===== src/rtl/multicycle_control_unit.sv =====
// Multi-cycle RV32I control FSM: FETCH/DECODE/EXEC/MEM/WB over one memory port,
// with illegal-opcode and memory-timeout traps plus a retired-instruction counter.
module multicycle_control_unit #(
  parameter int unsigned MEM_TIMEOUT = 16,
  parameter int unsigned RET_W       = 32
) (
  input  logic             clk,
  input  logic             rst_n,
  input  logic [6:0]       opcode,
  input  logic             mem_ready,
  input  logic             trap_ack,
  output logic             mem_req,
  output logic             mem_ifetch,
  output logic             mem_we,
  output logic             ir_write,
  output logic             pc_inc,
  output logic             pc_write,
  output logic             branch,
  output logic             reg_write,
  output logic             mem_to_reg,
  output logic             alu_src,
  output logic             upper_imm,
  output logic             load_upper_imm,
  output logic [1:0]       alu_op,
  output logic             trap,
  output logic             illegal,
  output logic             bus_err,
  output logic [RET_W-1:0] instret
);

  localparam int unsigned TW =
    (MEM_TIMEOUT > 1) ? $clog2(MEM_TIMEOUT) : 1;
  localparam logic [TW-1:0] TLIM =
    TW'((MEM_TIMEOUT == 0) ? 0 : MEM_TIMEOUT - 1);

  localparam logic [6:0] OP_R     = 7'b0110011;
  localparam logic [6:0] OP_I     = 7'b0010011;
  localparam logic [6:0] OP_LUI   = 7'b0110111;
  localparam logic [6:0] OP_AUIPC = 7'b0010111;
  localparam logic [6:0] OP_LD    = 7'b0000011;
  localparam logic [6:0] OP_ST    = 7'b0100011;
  localparam logic [6:0] OP_BR    = 7'b1100011;
  localparam logic [6:0] OP_JAL   = 7'b1101111;
  localparam logic [6:0] OP_JALR  = 7'b1100111;

  typedef enum logic [2:0] {
    S_FETCH, S_DECODE, S_EXEC, S_MEM, S_WB, S_TRAP
  } state_e;

  typedef enum logic [3:0] {
    C_BAD, C_R, C_I, C_LUI, C_AUIPC,
    C_LD, C_ST, C_BR, C_JAL, C_JALR
  } cls_e;

  function automatic cls_e classify(input logic [6:0] op);
    cls_e c;
    unique case (op)
      OP_R:     c = C_R;
      OP_I:     c = C_I;
      OP_LUI:   c = C_LUI;
      OP_AUIPC: c = C_AUIPC;
      OP_LD:    c = C_LD;
      OP_ST:    c = C_ST;
      OP_BR:    c = C_BR;
      OP_JAL:   c = C_JAL;
      OP_JALR:  c = C_JALR;
      default:  c = C_BAD;
    endcase
    return c;
  endfunction

  state_e           state_q, state_d;
  logic [6:0]       opc_q, opc_d;
  logic [TW-1:0]    wait_q, wait_d;
  logic [RET_W-1:0] instret_q, instret_d;
  logic             illegal_q, illegal_d;
  logic             bus_err_q, bus_err_d;

  cls_e       cls_in, cls;
  logic       retire, tmo;
  logic [1:0] ac_op;
  logic       ac_src, ac_up, ac_lui;

  assign cls_in = classify(opcode);
  assign cls    = classify(opc_q);

  // ALU controls per latched class, held through EXEC/MEM/WB
  always_comb begin
    ac_op  = 2'b00;
    ac_src = 1'b0;
    ac_up  = 1'b0;
    ac_lui = 1'b0;
    unique case (cls)
      C_I: begin
        ac_op  = 2'b01;
        ac_src = 1'b1;
      end
      C_LUI, C_AUIPC: begin
        ac_op  = 2'b10;
        ac_src = 1'b1;
        ac_up  = 1'b1;
        ac_lui = (cls == C_LUI);
      end
      C_LD, C_ST, C_JAL, C_JALR: begin
        ac_op  = 2'b10;
        ac_src = 1'b1;
      end
      C_BR:    ac_op = 2'b11;
      default: ac_op = 2'b00;
    endcase
  end

  always_comb begin
    state_d        = state_q;
    opc_d          = opc_q;
    wait_d         = '0;
    illegal_d      = illegal_q;
    bus_err_d      = bus_err_q;
    retire         = 1'b0;
    mem_req        = 1'b0;
    mem_ifetch     = 1'b0;
    mem_we         = 1'b0;
    ir_write       = 1'b0;
    pc_inc         = 1'b0;
    pc_write       = 1'b0;
    branch         = 1'b0;
    reg_write      = 1'b0;
    mem_to_reg     = 1'b0;
    alu_src        = 1'b0;
    upper_imm      = 1'b0;
    load_upper_imm = 1'b0;
    alu_op         = 2'b00;
    trap           = 1'b0;
    tmo = (MEM_TIMEOUT != 0) && (wait_q == TLIM) && !mem_ready;

    unique case (state_q)
      S_FETCH: begin
        mem_req    = 1'b1;
        mem_ifetch = 1'b1;
        if (mem_ready) begin
          ir_write = 1'b1;
          pc_inc   = 1'b1;
          state_d  = S_DECODE;
        end else if (tmo) begin
          bus_err_d = 1'b1;
          state_d   = S_TRAP;
        end else if (MEM_TIMEOUT != 0) begin
          wait_d = wait_q + TW'(1);
        end
      end
      S_DECODE: begin
        opc_d = opcode;
        if (cls_in == C_BAD) begin
          illegal_d = 1'b1;
          state_d   = S_TRAP;
        end else begin
          state_d = S_EXEC;
        end
      end
      S_EXEC: begin
        alu_op         = ac_op;
        alu_src        = ac_src;
        upper_imm      = ac_up;
        load_upper_imm = ac_lui;
        unique case (cls)
          C_R, C_I, C_LUI, C_AUIPC: state_d = S_WB;
          C_LD, C_ST:               state_d = S_MEM;
          C_BR: begin
            branch  = 1'b1;
            retire  = 1'b1;
            state_d = S_FETCH;
          end
          C_JAL, C_JALR: begin
            pc_write  = 1'b1;
            reg_write = 1'b1;
            retire    = 1'b1;
            state_d   = S_FETCH;
          end
          default: begin
            illegal_d = 1'b1;
            state_d   = S_TRAP;
          end
        endcase
      end
      S_MEM: begin
        mem_req = 1'b1;
        mem_we  = (cls == C_ST);
        alu_op  = ac_op;
        alu_src = ac_src;
        if (mem_ready) begin
          if (cls == C_ST) begin
            retire  = 1'b1;
            state_d = S_FETCH;
          end else begin
            state_d = S_WB;
          end
        end else if (tmo) begin
          bus_err_d = 1'b1;
          state_d   = S_TRAP;
        end else if (MEM_TIMEOUT != 0) begin
          wait_d = wait_q + TW'(1);
        end
      end
      S_WB: begin
        reg_write      = 1'b1;
        mem_to_reg     = (cls == C_LD);
        alu_op         = ac_op;
        alu_src        = ac_src;
        upper_imm      = ac_up;
        load_upper_imm = ac_lui;
        retire         = 1'b1;
        state_d        = S_FETCH;
      end
      S_TRAP: begin
        trap = 1'b1;
        if (trap_ack) begin
          illegal_d = 1'b0;
          bus_err_d = 1'b0;
          state_d   = S_FETCH;
        end
      end
      default: state_d = S_FETCH;
    endcase

    instret_d = instret_q + RET_W'(retire);

    // reset kills any in-flight access on the bus immediately
    if (!rst_n) begin
      mem_req        = 1'b0;
      mem_ifetch     = 1'b0;
      mem_we         = 1'b0;
      ir_write       = 1'b0;
      pc_inc         = 1'b0;
      pc_write       = 1'b0;
      branch         = 1'b0;
      reg_write      = 1'b0;
      mem_to_reg     = 1'b0;
      alu_src        = 1'b0;
      upper_imm      = 1'b0;
      load_upper_imm = 1'b0;
      alu_op         = 2'b00;
      trap           = 1'b0;
    end
  end

  always_ff @(posedge clk) begin
    if (!rst_n) begin
      state_q   <= S_FETCH;
      opc_q     <= '0;
      wait_q    <= '0;
      instret_q <= '0;
      illegal_q <= 1'b0;
      bus_err_q <= 1'b0;
    end else begin
      state_q   <= state_d;
      opc_q     <= opc_d;
      wait_q    <= wait_d;
      instret_q <= instret_d;
      illegal_q <= illegal_d;
      bus_err_q <= bus_err_d;
    end
  end

  assign instret = instret_q;
  assign illegal = illegal_q;
  assign bus_err = bus_err_q;

endmodule

===== config.mk =====
export PLATFORM = sky130hd
export DESIGN_NAME = multicycle_control_unit
export DESIGN_NICKNAME = d
export VERILOG_FILES = /design/src/rtl/multicycle_control_unit.sv
export SDC_FILE = /design/constraint.sdc
export NUM_CORES = 1
export LEC_CHECK = 0
export CORE_MARGIN = 2
export CORE_UTILIZATION = 54
export CTS_CLUSTER_SIZE = 14
export DETAILED_ROUTE_END_ITERATION = 16
export GPL_ROUTABILITY_DRIVEN = 0
export PLACE_DENSITY = 0.87
export SETUP_SLACK_MARGIN = 0.2
export SYNTH_ARGS = -nofsm -noshare
export SYNTH_HDL_FRONTEND = slang
export SYNTH_SLANG_ARGS = --single-unit

===== constraint.sdc =====
create_clock -name clk -period 4.55 [get_ports clk]
set_clock_uncertainty 0.2 [all_clocks]
set_input_delay 0.91 -clock clk [delete_from_list [all_inputs] [get_ports clk]]
set_output_delay 0.91 -clock clk [all_outputs]
set_load 0.02 [all_outputs]

* After elaboration in Yosys (flattened, before gate mapping)
Cells that the tools add are included.
** Word-level totals
- RAM bits :: 0
- Memories :: 0
- Bits in registers :: 48
- Bits of input ports :: 11
- Logic and storage cells :: 122
- Bits in latches :: 0
- Memory bits (read-only) :: 0
** Operators by class
- Add/sub/neg operators :: 2
- Muxes and demuxes :: 54
- Multipliers :: 0
- Magnitude comparators :: 0
- Bitwise logic cells :: 2
- Div/mod/pow operators :: 0
- Shifts and indexed selects :: 0
- Equality and inequality tests :: 38
- Reduce and logical (&&, ||, !) cells :: 20
** Operators by type and width (number)
- $pmux 4 s9 :: 2
- $eq 7x6->1 const B :: 6
- $eq 7x7->1 const B :: 6
- $mux 1 :: 37
- $add 32x1->32 :: 1
- $eq 7x5->1 const B :: 4
- $mux 3 :: 6
- $eq 4x3->1 const B :: 4
- $pmux 3 s5 :: 1
- $eq 7x2->1 const B :: 2
- $eq 4x4->1 const B :: 3
- $reduce_or 2->1 :: 5
- $pmux 3 s3 :: 1
- $reduce_or 9->1 :: 1
- $eq 4x2->1 const B :: 2
- $ne 2x2->1 const B :: 4
- $reduce_and 4->1 :: 2
- $reduce_or 4->1 :: 2
- $reduce_or 7->1 :: 1
- $eq 3x2->1 const B :: 2
- $eq 3x3->1 const B :: 2
- $pmux 1 s3 :: 2
- $pmux 2 s3 :: 1
- $reduce_or 3->1 :: 2
- other kinds (14) :: 17

* Logic depth before layout (Yosys ltp)
- Depth in word-level cells :: 7
- Gate-level depth with buffers :: 12
- Gate-level depth less buffers :: 12

* Least setup slack after synthesis
Ideal clock, no wire load.
- Path kind :: input to output
- Start point :: input rst_n
- End point :: output load_upper_imm
- Slack :: 677 ps
- Required time :: 3440 ps
- Path buffers :: 1
- Arrival time :: 2763 ps
- Stages :: 4
- Path through :: clkbuf_1 nand2b_1 a2111oi_0 and2_1
** On the way
- Word-level cells in the longest chain between the ends :: 1
** Ends and longest elaborated chain
- start, declared :: RTL line 8 : input logic rst_n,
- $mux 1 :: RTL line 228 : if (!rst_n) begin
- end, declared :: RTL line 23 : output logic load_upper_imm,
No other way between the ends.

* Worst setup path in the final report
Same ends and word-level chain as after synthesis.

==> flow_summary_export.csv <==
group,metric,value,unit
power,p_per_area,305,nW/um^2
final_layout,final_cell_mix,"clkdlybuf4s50_1 (59), dfxtp_1 (48), and2_1 (28)",
power,p_int,0.000665,W
worst_setup_path,cp.arrival,3.03,ns
clock_tree,cts.sinks,48,
grt,first_global_vias,2022,
synth,syn_inst,294,
final_layout,antenna_cells,0,
synth,synth_edf_count,0,
synth,synth-main-ff-cell,"dfxtp_1",
floorplanning,die_h,72.4,um
final_layout,fillerInstances,364,
grt,gr-total-overflow,0,
final_layout,syn_to_final_growth,27.5,%
placed_design,post-place-ws,0.468,ns
timing,period_share,90.9,%
synth,yosysSeqAreaShare,38.0,%
floorplanning,core-area,4440,um^2
final_layout,multiInputGateArea,1470,um^2
synth,yosys_register_bits,48,
floorplanning,start_util,56.9,%
worst_setup_path,cp_max_fo,9,
worst_setup_path,cpPeakStageDelay,0.65,ns
worst_setup_path,crit_required,3.44,ns
worst_setup_path,crit_top_cell,"clkdlybuf4s50_1",
route,drt_iter0_markers,143,
worst_setup_path,cp-end-kind,"output port",
power,ir_worst_vdd,0.197,mV
grt,grt_pass1_wl,9600,um
floorplanning,rows,24,
worst_setup_path,cp_cell_sequence,"clkdlybuf4s50_1, nand2b_1, a2111oi_0, and2_1, clkdlybuf4s50_1",
timing,worst_slack,0.412,ns
route,first_pass_iters,4,
timing,period_needed,4.14,ns
timing,grt_setup_unrepaired,"false",
route,via_count,2258,
timing,maxSlewViolCount,0,
power,p_seq_share,50.5,%
power,leakage,1.21,nW
timing,finalHoldViolations,0,
final_layout,drive_above_1_share,5.71,%
worst_setup_path,crit_family,"buffers and inverters",
clock_tree,h-tree-depth,2,
worst_setup_path,crit_type,"input port to output port",
timing,hold_ws,0.261,ns
synth,syn_area_per_cell,8.60,um^2
hold_path,hp-class,"flip-flop to flip-flop",
grt,grtUsageTotal,22.8,%
grt,antenna_found_initial,0,
timing,tns,0,ns
timing,setup_viol,0,
power,power_frac_comb,23.3,%
synth,ys_types,44,
timing,fmaxAchievable,242,MHz
final_layout,layout.nets,363,
synth,synth_nets,308,
clock_tree,cts_made_buffers,5,
placed_design,dp_hpwl,3990,um
worst_setup_path,crit_slowest_cell,"clkdlybuf4s50_1",
clock_tree,post_cts_buffers,0,
worst_setup_path,critPathLaunchType,"input port",
clock_tree,root_buffer,"clkbuf_8",
clock_tree,hold_buffers,0,
clock_tree,cts_tree,"done",
floorplanning,dieArea,5250,um^2
power,p_sw,0.000318,W
floorplanning,die_w,72.4,um
final_layout,final_cell_count_no_fill,402,
route,post_drt_wl_per_cell,13.8,um
clock_tree,clockBufferDepth,2,
clock_tree,clock_latency,0.31,ns
route,vias_per_cell,5.62,
timing,tightest_slew,0.986,ns
clock_tree,clk_pin_slew_worst_paths,0.09,ns
worst_setup_path,path_buf_inv,2,
placed_design,port_buffers,59,
clock_tree,cts_resized,0,
final_layout,final_common_cell,"clkdlybuf4s50_1",
route,finalWirelength,5530,um
route,ant_nets,0,
placed_design,dpl_cell_area,3140,um^2
final_layout,final_area,3220,um^2
synth,async_flop_share,0,%
run_status,status,"completed",
synth,syn_area,2530,um^2
synth,ys_warn_count,0,
run,max-cap-violations,0,
route,drc,0,
grt,grt_max_degree,40,
final_layout,regArea,961,um^2
placed_design,dp_cells,394,
power,p_sw_share,32.4,%
power,clkPwrFrac,26.2,%
timing,slew_headroom,34.2,%
floorplanning,ios,60,
-- worst paths after layout --
path | start | to | slack (ns) | cells after the start
worst min-delay path | wait_q[0] | wait_q[0] | 0.26 | 1
worst min register to register | wait_q[0] | wait_q[0] | 0.26 | 1
worst max-delay path | rst_n | load_upper_imm | 0.41 | 5
worst max register to register | opc_q[2] | instret[26] | 1.19 | 11
-- Yosys cell counts, types with 8 or more instances --
cell type	number	area share (%)
o21ai_0	9	1.8
nor3_1	10	2.0
dfxtp_1	48	38
nand2_1	18	2.7
inv_1	8	1.2
xnor2_1	13	4.5
clkbuf_1	10	1.5
and2_1	28	6.9
nand3_1	22	4.4
a21oi_1	8	1.6
xor2_1	15	5.2
nor2b_1	15	3.7
nor2_1	18	2.7
-- stage by stage --
| step | util [%] | power [W] |
|---|---|---|
| floorplan | - | 0.000655 |
| global placement | 70.6 | 0.000724 |
| detailed placement | 70.6 | 0.000730 |
| CTS | 72.5 | 0.000985 |
| global route | 72.5 | 0.00104 |
| finish | 72.5 | 0.000983 |
-- sequential cells by signal (all words and copies together) (netlist names) --
| register | count |
|---|---|
| instret | 32 |
| illegal | 1 |
| state_q | 3 |
| bus_err | 1 |
| opc_q | 7 |
| wait_q | 4 |
-- routing by layer --
layer	global-route usage [%]	routed length, um	vias up
met2	36.9	2610	70
met5	0	0	-
met3	5.14	323	7
li1	-	-	1130
met1	30.5	2530	1051
met4	7.20	71	0
-- cell type report --
| cell class | count | share of cell area, % |
|---|---|---|
| multi-input combinational | 225 | 45.7 |
| sequential | 48 | 29.8 |
| timing repair buffer | 61 | 18.8 |
| clock buffer | 5 | 2.14 |
| tap | 52 | 2.02 |
| inverter | 8 | 0.932 |
| clock inverter | 3 | 0.582 |
-- power groups by stage --
stage	sequential, W	combinational [W]	clock [W]
detailed placement	0.000502	0.000228	0
global placement	0.000502	0.000222	0
CTS	0.000494	0.000229	0.000261
floorplan	0.000486	0.000169	0
global route	0.000502	0.000255	0.000281
finish	0.000496	0.000229	0.000258
-- cell families after synthesis --
| kind of cell | Yosys count | synth area share, % |
|---|---|---|
| mux | 7 | 2.77 |
| xor+xnor | 28 | 9.70 |
| buf+inv | 21 | 3.71 |
| simple gates | 151 | 35.3 |
| compound gates | 36 | 9.05 |
| fa+ha+maj | 3 | 1.48 |
| flops | 48 | 38.0 |
No activity file was read; power rests on OpenSTA's default activity.
==> RTL edit 1: new RTL, config.mk and constraints unchanged <==
Set the parameter `RET_W` to 48 (it was 32).
--- a/src/rtl/multicycle_control_unit.sv
+++ b/src/rtl/multicycle_control_unit.sv
@@ -4,3 +4,3 @@
   parameter int unsigned MEM_TIMEOUT = 16,
-  parameter int unsigned RET_W       = 32
+  parameter int unsigned RET_W       = 48
 ) (
Interface: changed (resized instret); port bits go from 60 to 76. The function was not compared with the original's and may differ.
==> RTL edit 1 against the original RTL <==
- count of clock-buffer cells in the layout rose by 6
- sequential cell count rose by 16
- routed wire length rose by 38%
- power rose by 26%
- worst setup slack improved by 110 ps
- combinational power fell by 54%
- final area rose by 30%
- synthesized area rose by 26%
- first-iteration DRC count rose by 73%
==> RTL edit 1: results (changes against the original RTL) <==
Parameter                              Value

Outcome
  Outcome    finished clean

Route
  Vias per Instance    5.61 (-0.19%)
  Final wirelength    7610 um (+38%)
  Drt first-iter violations    248 (+73%)
  DR pass1 iterations    5 (+1)

Global route
  Vias in the first global route    2942 (+45%)
  Largest net degree at the start of global routing    52 (+30%)
  Overall routing resource usage    25.2% (+2.4 points)
  Global-route wire length before repair    13000 um (+35%)

Setup path
  Kind of cell adding the most delay to the critical path    simple AND/OR/NAND/NOR gates
  Worst r2r path cells    13 (+2)
  Highest net fanout along the worst path    7 (-2)
  Slowest stage cell on the critical path    sky130_fd_sc_hd__or4_1
  Max incr delay on CP    630 ps (-20 ps)

Finish
  Flip-flop count of the largest register, all copies and words added    48 (+50%)
  Layout cells sized above 1    5.88% (+0.17 points)
  Filler Cell Count    468 (+29%)
  Number of antenna cells inserted    0 (unchanged)
  Final #Nets    485 (+34%)

CTS
  Number of buffers created by CTS    9 (+4)
  Clk pin slew, worst setup/hold paths    70 ps (-20 ps)
  Count of H-tree levels built during CTS    3 (+1)
  Clock network latency to the later pin of the worst-skew pair    340 ps (+30 ps)

Min path
  Hold path depth    2 (+1)

Synthesis
  Distinct cell type count after synthesis    45 (+2.3%)
  Cell types with the highest counts after synthesis    sky130_fd_sc_hd__dfxtp_1 (64), sky130_fd_sc_hd__nor2_1 (57), sky130_fd_sc_hd__xnor2_1 (29), sky130_fd_sc_hd__nand2_1 (28), sky130_fd_sc_hd__nor3_1 (24)
  Total nets after synthesis    416 (+35%)
  Sequential share of the synthesized area    40.1% (+2.1 points)
  Synth async-reset ratio    0% (unchanged)
  Leading cell types by total area after synthesis    sky130_fd_sc_hd__dfxtp_1 (40%), sky130_fd_sc_hd__xnor2_1 (8.0%), sky130_fd_sc_hd__nor2_1 (6.7%)

Power
  Largest voltage drop on the vdd net    0.000239 V (+21%)

Placement
  Placed wire-length estimate after detailed placement    5450 um (+37%)
  Number of port buffers    75 (+27%)

Timing
  Relative slew margins    26.7% (-7.5 points)
[RTL edit 1: cell types whose count changed in the layout (fill, tap and decap cells not counted), moves of 10 or more]
| cell | before | now |
|---|---|---|
| sky130_fd_sc_hd__nor2_1 | 18 | 57 |
| sky130_fd_sc_hd__and2_1 | 28 | 5 |
| sky130_fd_sc_hd__clkdlybuf4s50_1 | 59 | 75 |
| sky130_fd_sc_hd__dfxtp_1 | 48 | 64 |
| sky130_fd_sc_hd__xnor2_1 | 13 | 29 |
| sky130_fd_sc_hd__nor3_1 | 10 | 24 |
| sky130_fd_sc_hd__a21oi_1 | 8 | 19 |
| sky130_fd_sc_hd__nor2b_1 | 15 | 4 |
| sky130_fd_sc_hd__nand2_1 | 18 | 28 |
[RTL edit 1: per-layer routing]
metal,wire length (um),GRT usage [%],share of wire (%),vias to the layer above
met3,475,8.11,6.2,8
li1,-,-,-,1526
met2,3980,45.0,52,99
met5,0,0,0,-
met4,74,8.14,0.97,0
met1,3080,28.3,40,1456
[RTL edit 1: path summary, 6_finish.rpt]
check                           startpoint          end  slack [ps]
worst max-delay path             mem_ready  instret[46]         520
worst min-delay path               bus_err      bus_err         240
worst max register to register    opc_q[6]  instret[46]         580
worst min register to register     bus_err      bus_err         240
[RTL edit 1: cell families after synthesis]
group	Yosys count	synth area share, %
flip-flops	64	40.1
buffers and inverters	41	5.25
adder cells (fa/ha/maj)	3	1.18
AO/OA/AOI/OAI	51	9.28
AND/OR/NAND/NOR	199	31.8
multiplexers	8	2.51
XOR/XNOR	36	9.87
[RTL edit 1: final cells by class]
cell class	count	area, sq um	area share (%)
clock buffer	11	141	3.36
clock inverter	5	80.1	1.90
inverter	18	67.6	1.61
multi-input combinational	297	1750	41.5
sequential	64	1280	30.5
tap	75	93.8	2.23
timing repair buffer	81	796	18.9
[RTL edit 1: through the flow]
stage	utilization [%]	total power, uW	setup WS (ps)	instances	cell area (sq um)
after floorplan	-	667	679	402	3190
after global placement	68.5	704	272	535	3980
after detailed placement	68.5	707	208	535	3980
after CTS	72.3	1240	514	551	4210
after global routing	72.3	1280	317	551	4210
final	72.3	1230	520	551	4210
[RTL edit 1: power by group through the flow]
stage                     sequential [uW]  clock, uW  combinational (uW)
after floorplan                       595          0                71.7
after global placement                602          0                 102
after detailed placement              602          0                 104
after CTS                             590        547                 105
after global routing                  592        577                 115
final                                 591        539                 105
==> RTL edit 2: new RTL, config.mk and constraints unchanged <==
Without the edit above. Register the output `bus_err` once more, with the module's reset; this adds one clock of latency there. The other outputs are not delayed to match.
--- a/src/rtl/multicycle_control_unit.sv
+++ b/src/rtl/multicycle_control_unit.sv
@@ -265,3 +265,9 @@
   assign illegal = illegal_q;
-  assign bus_err = bus_err_q;
+  always_ff @(posedge clk) begin
+    if (!rst_n) begin
+      bus_err <= '0;
+    end else begin
+      bus_err <= bus_err_q;
+    end
+  end
 
Formal check against the unedited RTL: no difference found for any inputs over 10 cycles, from zero or initial values and one cycle with rst_n low; that may be too few to reach the edited logic, so the function may still have changed.
==> RTL edit 2 against the original RTL <==
- synthesized area up 6.4%
- global-route usage up 0.61 points
- final area up 5.0%
- worst setup slack better by 330 ps
- sequential cell count up 1
- routed wire length up 10%
- count of clock-buffer cells in the layout unchanged
- highest routed layer unchanged
- critical path type unchanged
- critical path depth unchanged
- utilization down 1.3 points
Power is not compared: it rests on default switching activity, and its combinational part moved more than twofold at a synthesized area within 25%.
==> RTL edit 2: results (changes against the original RTL) <==
Parameter                              Value

Finish
  Share of cell area taken by multi-input logic gates    46.4% (+0.70 points)
  Area share of buffers outside the clock network    18.1% (-0.67 points)
  Layout cells sized above 1    6.81% (+1.1 points)
  Flip-flop count of the largest register, all copies and words added    32 (unchanged)
  Count of buffers not belonging to the clock network in the layout    62 (+1.6%)
  Final #Nets    380 (+4.7%)
  Filler Cell Count    395 (+8.5%)
  Core occupancy in the finished layout    71.2% (-1.3 points)
  Non-CTS inverters    12 (+4)
  Clock Network Area Fraction    2.66% (-0.056 points)
  Multi-input gate count    236 (+4.9%)

Placement
  Placed insts    426 (+8.1%)
  Pre-CTS WS    634 ps (+166 ps)
  Placed wire-length estimate after detailed placement    4490 um (+13%)

Synthesis
  Cell types with the highest counts after synthesis    sky130_fd_sc_hd__dfxtp_1 (49), sky130_fd_sc_hd__nor2_1 (31), sky130_fd_sc_hd__nand2_1 (19)
  Mean area per synthesized cell    8.52 sq um (-0.98%)
  Synth async-reset ratio    0% (unchanged)
  Synthesis-stage register bit count    49 (+2.1%)
  Total nets after synthesis    330 (+7.1%)
  Distinct cell type count after synthesis    53 (+20%)
  Leading cell types by total area after synthesis    sky130_fd_sc_hd__dfxtp_1 (36%), sky130_fd_sc_hd__o41ai_2 (4.8%), sky130_fd_sc_hd__nor2_1 (4.3%)
  Sequential share of the synthesized area    36.4% (-1.6 points)

Timing
  Share of the clock period used by the worst path after layout    83.7% (-7.3 points)
  Relative slew margins    33.0% (-1.2 points)
  Fin Hold WS    255 ps (-6.01 ps)

Route
  Final wirelength    6100 um (+10%)
  DR pass1 iterations    5 (+1)
  Drt first-iter violations    211 (+48%)
  Vias    2538 (+12%)

Global route
  Overall routing resource usage    23.4% (+0.61 points)
  Largest net degree at the start of global routing    35 (-13%)
  Vias in the first global route    2394 (+18%)
  Global-route wire length before repair    10300 um (+7.6%)

Power
  Leakage    0.00116 uW

Setup path
  Critical path data arrival time    2700 ps (-330 ps)
  Worst-case register-to-register setup slack    1200 ps
  Slowest stage cell on the critical path    sky130_fd_sc_hd__clkdlybuf4s50_1
  Worst r2r path cells    10 (-1)
  Highest net fanout along the worst path    34 (+25)
  R2r startpoint    opc_q[6]

Outcome
  Outcome    finished clean

CTS
  Clk pin slew, worst setup/hold paths    90 ps (about the same)
  PostCTS Resize Cnt    0 (unchanged)

Min path
  Hold path start    wait_q[0]
[RTL edit 2: worst paths after layout]
| kind | to |
|---|---|
| hold reg to reg | wait_q[0] |
| setup reg to reg | instret[24] |
| setup / recovery | mem_req |
| hold / removal | wait_q[0] |
[RTL edit 2: kinds of logic (layout without fill, tap and decap cells)]
group,after synthesis,in the layout,synth area share (%)
buf+inv,31,82,5.16
flops,49,49,36.4
mux,8,8,2.98
compound gates,67,67,19.4
xor+xnor,12,12,3.91
fa+ha+maj,3,3,1.39
simple gates,146,146,30.7
[RTL edit 2: power breakdown]
| part | internal, uW | switching, uW |
|---|---|---|
| clock | 109 | 152 |
| combinational | 45.8 | 51.7 |
| sequential | 439 | 17.5 |
| total | 594 | 221 |
[RTL edit 2: per-layer routing]
layer / vias to the layer above / part of all wire (%) / GRT usage, %
li1: 1274 / - / -
met1: 1177 / 45 / 30.5
met2: 79 / 48 / 37.8
met3: 8 / 5.4 / 4.34
met4: 0 / 1.3 / 10.7
met5: - / 0 / 0
